`src/rtl/dcache_direct_mapped_if.sv`:
```
// CPU load/store and main-memory line bus of the MEM-stage data cache.
// The master side is the core/memory environment, the slave side the cache.
interface dcache_direct_mapped_if #(
  parameter int LINE_WORDS_LOG = 3
);
  localparam int LINE_W = 32 << LINE_WORDS_LOG;

  logic              rd_req;
  logic              wr_req;
  logic [31:0]       addr;
  logic [31:0]       wr_data;
  logic [3:0]        wr_be;
  logic [31:0]       rd_data;
  logic              miss;
  logic              mem_rd_req;
  logic              mem_wr_req;
  logic [31:0]       mem_addr;
  logic [LINE_W-1:0] mem_wr_line;
  logic [LINE_W-1:0] mem_rd_line;
  logic              mem_gnt;
  logic [31:0]       hit_count;
  logic [31:0]       miss_count;

  modport master (
    output rd_req, wr_req, addr, wr_data, wr_be,
    output mem_rd_line, mem_gnt,
    input  rd_data, miss, mem_rd_req, mem_wr_req,
    input  mem_addr, mem_wr_line, hit_count, miss_count
  );

  modport slave (
    input  rd_req, wr_req, addr, wr_data, wr_be,
    input  mem_rd_line, mem_gnt,
    output rd_data, miss, mem_rd_req, mem_wr_req,
    output mem_addr, mem_wr_line, hit_count, miss_count
  );
endinterface

```
`src/rtl/dcache_direct_mapped.sv`:
```
// Direct-mapped write-back, write-allocate data cache for the MEM stage.
// Misses stall the core while the victim is written back and the line refilled.
module dcache_direct_mapped #(
  parameter int LINE_WORDS_LOG = 3,
  parameter int SET_LOG        = 3
) (
  input logic                 clk,
  input logic                 rst,
  dcache_direct_mapped_if.slave bus
);
  localparam int TAG_W  = 30 - LINE_WORDS_LOG - SET_LOG;
  localparam int WORDS  = 1 << LINE_WORDS_LOG;
  localparam int SETS   = 1 << SET_LOG;
  localparam int LINE_W = 32 * WORDS;
  localparam int OFF_W  = LINE_WORDS_LOG + 2;

  typedef enum logic [1:0] {
    IDLE,
    SWAP_OUT,
    SWAP_IN,
    SWAP_IN_OK
  } state_t;

  state_t state_q, state_d;

  logic [31:0]       data_q [SETS][WORDS];
  logic [TAG_W-1:0]  tag_q [SETS];
  logic [SETS-1:0]   valid_q;
  logic [SETS-1:0]   dirty_q;
  logic [LINE_W-1:0] fill_q;
  logic              rd_q;
  logic              wr_q;
  logic              retry_q;
  logic [31:0]       hits_q;
  logic [31:0]       misses_q;

  logic [LINE_WORDS_LOG-1:0] word_no;
  logic [SET_LOG-1:0]        set_no;
  logic [TAG_W-1:0]          tag;
  logic                      req;
  logic                      hit;
  logic                      hit_idle;
  logic                      store_hit;
  logic [31:0]               maddr;
  logic [LINE_W-1:0]         victim;
  logic                      unused_lsb;

  assign word_no    = bus.addr[OFF_W-1:2];
  assign set_no     = bus.addr[OFF_W+SET_LOG-1:OFF_W];
  assign tag        = bus.addr[31:OFF_W+SET_LOG];
  assign unused_lsb = ^bus.addr[1:0];

  assign req       = bus.rd_req | bus.wr_req;
  assign hit       = valid_q[set_no] && (tag_q[set_no] == tag);
  assign hit_idle  = (state_q == IDLE) && hit;
  assign store_hit = bus.wr_req && hit_idle;

  assign bus.miss        = req && !hit_idle;
  assign bus.rd_data     = data_q[set_no][word_no];
  assign bus.mem_rd_req  = rd_q;
  assign bus.mem_wr_req  = wr_q;
  assign bus.mem_addr    = maddr;
  assign bus.mem_wr_line = victim;
  assign bus.hit_count   = hits_q;
  assign bus.miss_count  = misses_q;

  // Write-back targets the resident line, refill the requested one.
  always_comb begin
    maddr = {tag, set_no, {OFF_W{1'b0}}};
    if (state_q == SWAP_OUT) begin
      maddr = {tag_q[set_no], set_no, {OFF_W{1'b0}}};
    end
  end

  always_comb begin
    victim = '0;
    for (int w = 0; w < WORDS; w++) begin
      victim[w*32 +: 32] = data_q[set_no][w];
    end
  end

  always_comb begin
    state_d = state_q;
    unique case (state_q)
      IDLE: begin
        if (req && !hit) begin
          state_d = (valid_q[set_no] && dirty_q[set_no]) ? SWAP_OUT : SWAP_IN;
        end
      end
      SWAP_OUT: if (bus.mem_gnt) state_d = SWAP_IN;
      SWAP_IN:  if (bus.mem_gnt) state_d = SWAP_IN_OK;
      SWAP_IN_OK: state_d = IDLE;
      default: state_d = IDLE;
    endcase
  end

  always_ff @(posedge clk) begin
    if (rst) begin
      state_q  <= IDLE;
      rd_q     <= 1'b0;
      wr_q     <= 1'b0;
      retry_q  <= 1'b0;
      hits_q   <= '0;
      misses_q <= '0;
      valid_q  <= '0;
      dirty_q  <= '0;
    end else begin
      state_q <= state_d;
      rd_q    <= state_d == SWAP_IN;
      wr_q    <= state_d == SWAP_OUT;
      retry_q <= state_q == SWAP_IN_OK;
      // The retry straight after a refill is not a real hit.
      if (req && hit_idle && !retry_q) hits_q <= hits_q + 32'd1;
      if (req && state_q == IDLE && !hit) misses_q <= misses_q + 32'd1;
      if (state_q == SWAP_IN_OK) begin
        valid_q[set_no] <= 1'b1;
        dirty_q[set_no] <= 1'b0;
      end else if (store_hit) begin
        dirty_q[set_no] <= 1'b1;
      end
    end
  end

  always_ff @(posedge clk) begin
    if (!rst) begin
      if (state_q == SWAP_IN && bus.mem_gnt) fill_q <= bus.mem_rd_line;
      if (state_q == SWAP_IN_OK) begin
        tag_q[set_no] <= tag;
        for (int w = 0; w < WORDS; w++) begin
          data_q[set_no][w] <= fill_q[w*32 +: 32];
        end
      end else if (store_hit) begin
        for (int b = 0; b < 4; b++) begin
          if (bus.wr_be[b]) begin
            data_q[set_no][word_no][b*8 +: 8] <= bus.wr_data[b*8 +: 8];
          end
        end
      end
    end
  end
endmodule
```
`src/flat_wrapper.sv`:
```
// flat-port wrapper written by rule: the top's interface ports become plain ports
module dcache_direct_mapped_flat 
#(
  parameter int LINE_WORDS_LOG = 3,
  parameter int SET_LOG        = 3
)
  (clk, rst, bus_rd_req, bus_wr_req, bus_addr, bus_wr_data, bus_wr_be, bus_mem_rd_line, bus_mem_gnt, bus_rd_data, bus_miss, bus_mem_rd_req, bus_mem_wr_req, bus_mem_addr, bus_mem_wr_line, bus_hit_count, bus_miss_count);
  dcache_direct_mapped_if #(.LINE_WORDS_LOG(LINE_WORDS_LOG)) bus_i ();
  input logic clk;
  input logic rst;
  input wire logic [$bits(bus_i.rd_req)-1:0] bus_rd_req;
  input wire logic [$bits(bus_i.wr_req)-1:0] bus_wr_req;
  input wire logic [$bits(bus_i.addr)-1:0] bus_addr;
  input wire logic [$bits(bus_i.wr_data)-1:0] bus_wr_data;
  input wire logic [$bits(bus_i.wr_be)-1:0] bus_wr_be;
  input wire logic [$bits(bus_i.mem_rd_line)-1:0] bus_mem_rd_line;
  input wire logic [$bits(bus_i.mem_gnt)-1:0] bus_mem_gnt;
  output wire logic [$bits(bus_i.rd_data)-1:0] bus_rd_data;
  output wire logic [$bits(bus_i.miss)-1:0] bus_miss;
  output wire logic [$bits(bus_i.mem_rd_req)-1:0] bus_mem_rd_req;
  output wire logic [$bits(bus_i.mem_wr_req)-1:0] bus_mem_wr_req;
  output wire logic [$bits(bus_i.mem_addr)-1:0] bus_mem_addr;
  output wire logic [$bits(bus_i.mem_wr_line)-1:0] bus_mem_wr_line;
  output wire logic [$bits(bus_i.hit_count)-1:0] bus_hit_count;
  output wire logic [$bits(bus_i.miss_count)-1:0] bus_miss_count;
  assign bus_i.rd_req = bus_rd_req;
  assign bus_i.wr_req = bus_wr_req;
  assign bus_i.addr = bus_addr;
  assign bus_i.wr_data = bus_wr_data;
  assign bus_i.wr_be = bus_wr_be;
  assign bus_i.mem_rd_line = bus_mem_rd_line;
  assign bus_i.mem_gnt = bus_mem_gnt;
  assign bus_rd_data = bus_i.rd_data;
  assign bus_miss = bus_i.miss;
  assign bus_mem_rd_req = bus_i.mem_rd_req;
  assign bus_mem_wr_req = bus_i.mem_wr_req;
  assign bus_mem_addr = bus_i.mem_addr;
  assign bus_mem_wr_line = bus_i.mem_wr_line;
  assign bus_hit_count = bus_i.hit_count;
  assign bus_miss_count = bus_i.miss_count;
  dcache_direct_mapped #(.LINE_WORDS_LOG(LINE_WORDS_LOG), .SET_LOG(SET_LOG)) u_core (.clk(clk), .rst(rst), .bus(bus_i));
endmodule
```
`config.mk`:
```
export PLATFORM = sky130hd
export DESIGN_NAME = dcache_direct_mapped_flat
export DESIGN_NICKNAME = d
export VERILOG_FILES = /design/src/rtl/dcache_direct_mapped_if.sv /design/src/rtl/dcache_direct_mapped.sv /design/src/flat_wrapper.sv
export SDC_FILE = /design/constraint.sdc
export NUM_CORES = 2
export LEC_CHECK = 0
export BUFFER_PORTS_ARGS = -buffer_cell sky130_fd_sc_hd__buf_2
export CELL_PAD_IN_SITES_DETAIL_PLACEMENT = 2
export CELL_PAD_IN_SITES_GLOBAL_PLACEMENT = 2
export CORE_MARGIN = 2
export CORE_UTILIZATION = 40
export CTS_CLUSTER_SIZE = 12
export DETAILED_ROUTE_END_ITERATION = 10
export GPL_TIMING_DRIVEN = 0
export HOLD_SLACK_MARGIN = 0.06
export PLACE_DENSITY = 0.82
export REMOVE_ABC_BUFFERS = 1
export SYNTH_ARGS = -nofsm -noshare
export SYNTH_HDL_FRONTEND = slang
export SYNTH_SLANG_ARGS = --single-unit
export TNS_END_PERCENT = 30
```
`constraint.sdc`:
```
create_clock -name clk -period 21.9 [get_ports clk]
set_clock_uncertainty 0.15 [all_clocks]
set_input_delay 1.095 -clock clk [delete_from_list [all_inputs] [get_ports clk]]
set_output_delay 1.095 -clock clk [all_outputs]
set_load 0.02 [all_outputs]
```
==> metrics.txt <==
status finished with violations; failing checks max-capacitance violations, max-slew violations; CTS tree built; final net count ~7000; DR vias ~67000; PortBufs around 710; Detailed Route WL between 400000 and 500000 um; Sink Count between 2000 and 3000; antenna violation net count after detailed routing 0; total CTS buffers 298; core area between 200000 and 250000 um^2; Crit path top cell by count buf_16; sequential share of the synthesized area just under 80%; Reg clk slew, reported paths approximately 0.06 ns; Worst EP required between 20 and 25 ns; global-route wire length before repair 592000 um; Post-synth EDFFs about 2500; FP Rows 181; PwrDens 94.8 nW/um^2; worst path cell trace buf_2, nor2b_1, and2_4, buf_16, buf_16, buf_16, a22oi_1, nand4_1, a22o_1, a221oi_1, nand3_1, buf_2; Syn. warnings 0; Multi-input gate area approximately 20000 um^2; Synth Area per Inst ~17 um^2; total congestion overflow 0; Static Leak roughly 38 nW; largest net degree at the start of global routing a little over 70; Max clock buf depth 4; CTS Hold Buffers Added 0; CP max FO approximately 50; Final Max Slew Viols 2; number of fill cells in the layout ~22000; Peak VDD IR roughly 0.07 mV; Post-Syn Area around 98000 um^2; Slowest cell on crit path a221oi_1; worst-skew pair later-pin latency about 0.94 ns; Synth Instances roughly 5700; Vias/cell ~6.7; Die Span X around 500 um; number of post-CTS setup repair buffers 0; most common cell in the synthesized netlist edfxtp_1; Layout area overhead 18.3%; post-synth top area share between 70% and 80%; share of layout cells above drive strength 1 24.8%; setup TNS 0 ns; slew of the pin with the lowest slew margin around 1.6 ns; Hold Path Class input port to register; largest stage delay on the critical path between 1 and 1.5 ns; cts repair resizes 0; DR pass1 iterations 6; htree depth 5; Top FF cell, synth edfxtp_1; fmax 130 MHz; top cells by area, synth edfxtp_1 (76%), a22oi_1 (8.4%), mux2_2 (2.9%); commonest cells in the netlist edfxtp_1 (2496), a22oi_1 (1105), nor2_1 (326); final setup fails 0; post-synth top area cell edfxtp_1; DRC 0; Yosys cell types 65; type of the worst setup path input port to output pin; DR WL/cell 44.0 um; die area roughly 250000 um^2; MaxCap Viol Count 1; Initial Utilization 40.3%; #FFs+latches synth roughly 2600; critical path capture point type output pin; I/O Pins 716; post-detail-place hpwl 292000 um; gr usage total about a third; CP Data Arrival Time between 6 and 7 ns; Slew HR -4.01%; initial antenna violation count 82; number of global-route vias before repair 69100; min Tclk post-route 7.68 ns; Layout Utilization a little under half; gp weighted congestion around 0.8; Worst Setup Start Kind input port; first-iteration detailed-routing DRC count between 9000 and 10000; async set-reset flop share out of synthesis 0%; Hold Vio Cnt, Final 0; Die H approximately 500 um; RSZ-0062 raised after global routing no; register area about 77000 um^2; clock root buffer clkbuf_16; Final Cycle Share 35.1%
metal layers:
metal / wire [um] / up-vias / track usage, %
met5: 351 / - / 0
met4: 35100 / 58 / 23.4
met3: 42300 / 1508 / 8.15
met2: 209000 / 4925 / 55.6
met1: 150000 / 35000 / 40.0
li1: - / 25100 / -
cells by family after synthesis:
group | after synthesis | synth area share [%]
AO/OA/AOI/OAI | 1359 | 10.3
XOR/XNOR | 13 | 0.123
adder cells (fa/ha/maj) | 2 | 0.0255
buffers and inverters | 378 | 1.55
flip-flops | 2581 | 78.0
multiplexers | 371 | 4.60
other | 1 | 0.00382
AND/OR/NAND/NOR | 964 | 5.45
registers in the layout (all words and copies together), names as in the netlist, named ones only:
register	flops
u_core.fill_q	256
u_core.bus.miss_count	32
u_core.valid_q	8
u_core.bus.mem_rd_req	1
u_core.bus.mem_wr_req	1
u_core.bus.hit_count	32
u_core.retry_q	1
u_core.tag_q	192
u_core.state_q	2
u_core.data_q	2048
stage by stage:
step           instance area, um^2  total power [mW]  hold WS, ns  setup slack, ns  instances
5_1_grt                     116000              11.2        0.130            14.26       9893
6_report                    116000              11.0        0.154            14.22       9917
2_1_floorplan                96800              5.92        0.281            0.913       5300
3_5_place_dp                107000              6.33        0.321            14.55       9380
3_3_place_gp                104000              6.33        0.292           -38.32       9210
4_1_cts                     116000              11.0        0.103            14.36       9878
path summary, 6_finish.rpt:
check	startpoint	end	slack [ns]	cells past startpoint
min reg2reg	u_core.valid_q[1]	u_core.valid_q[1]	0.34	2
max reg2reg	u_core.tag_q[3][15]	u_core.data_q[0][173]	16.51	9
min	bus_mem_rd_line[248]	u_core.fill_q[248]	0.15	1
max	bus_addr[6]	bus_rd_data[8]	14.22	12
where the power goes:
part / switching [mW] / leakage [nW] / internal, mW
combinational: 0.590 / 10.2 / 0.202
sequential: 0.0250 / 23.1 / 5.44
clock: 2.09 / 4.32 / 2.68
placed cells by master, fill, tap and decap left out, types with 18 or more instances in the layout:
cell type and n:
a22o_1 42, buf_2 705, mux2i_1 56, buf_16 31, clkinv_2 42, nor2_1 320
dfxtp_1 85, mux4_2 22, mux2_2 250, o21ai_0 34, nand4_1 284, nor3_4 30
a31oi_1 40, mux2_4 40, o31ai_1 22, edfxtp_1 2496, nand3_1 65, nor3_1 18
clkbuf_16 305, or4_1 18, a22oi_1 1105, nand2_1 70, buf_6 80, clkbuf_1 75
clkinv_1 51, nor2b_1 36, diode_2 37, a221oi_1 31, buf_12 47, a21oi_1 43
worst max-delay path, delay by kind of cell:
kind,cells,cell delay [ns]
AOI/OAI and AO/OA,3,1.80
and+or+nand+nor,4,1.43
buffers and inverters,5,1.88
final cells by class:
| type | count | area share (%) |
|---|---|---|
| Clock inverter | 113 | 0.709 |
| Sequential cell | 2581 | 65.9 |
| Inverter | 5 | 0.0161 |
| Antenna cell | 37 | 0.0796 |
| Multi-Input combinational cell | 2714 | 17.5 |
| Tap cell | 3202 | 3.45 |
| Timing Repair Buffer | 880 | 5.51 |
| Clock buffer | 385 | 6.86 |
No activity file was read; power rests on OpenSTA's default activity.
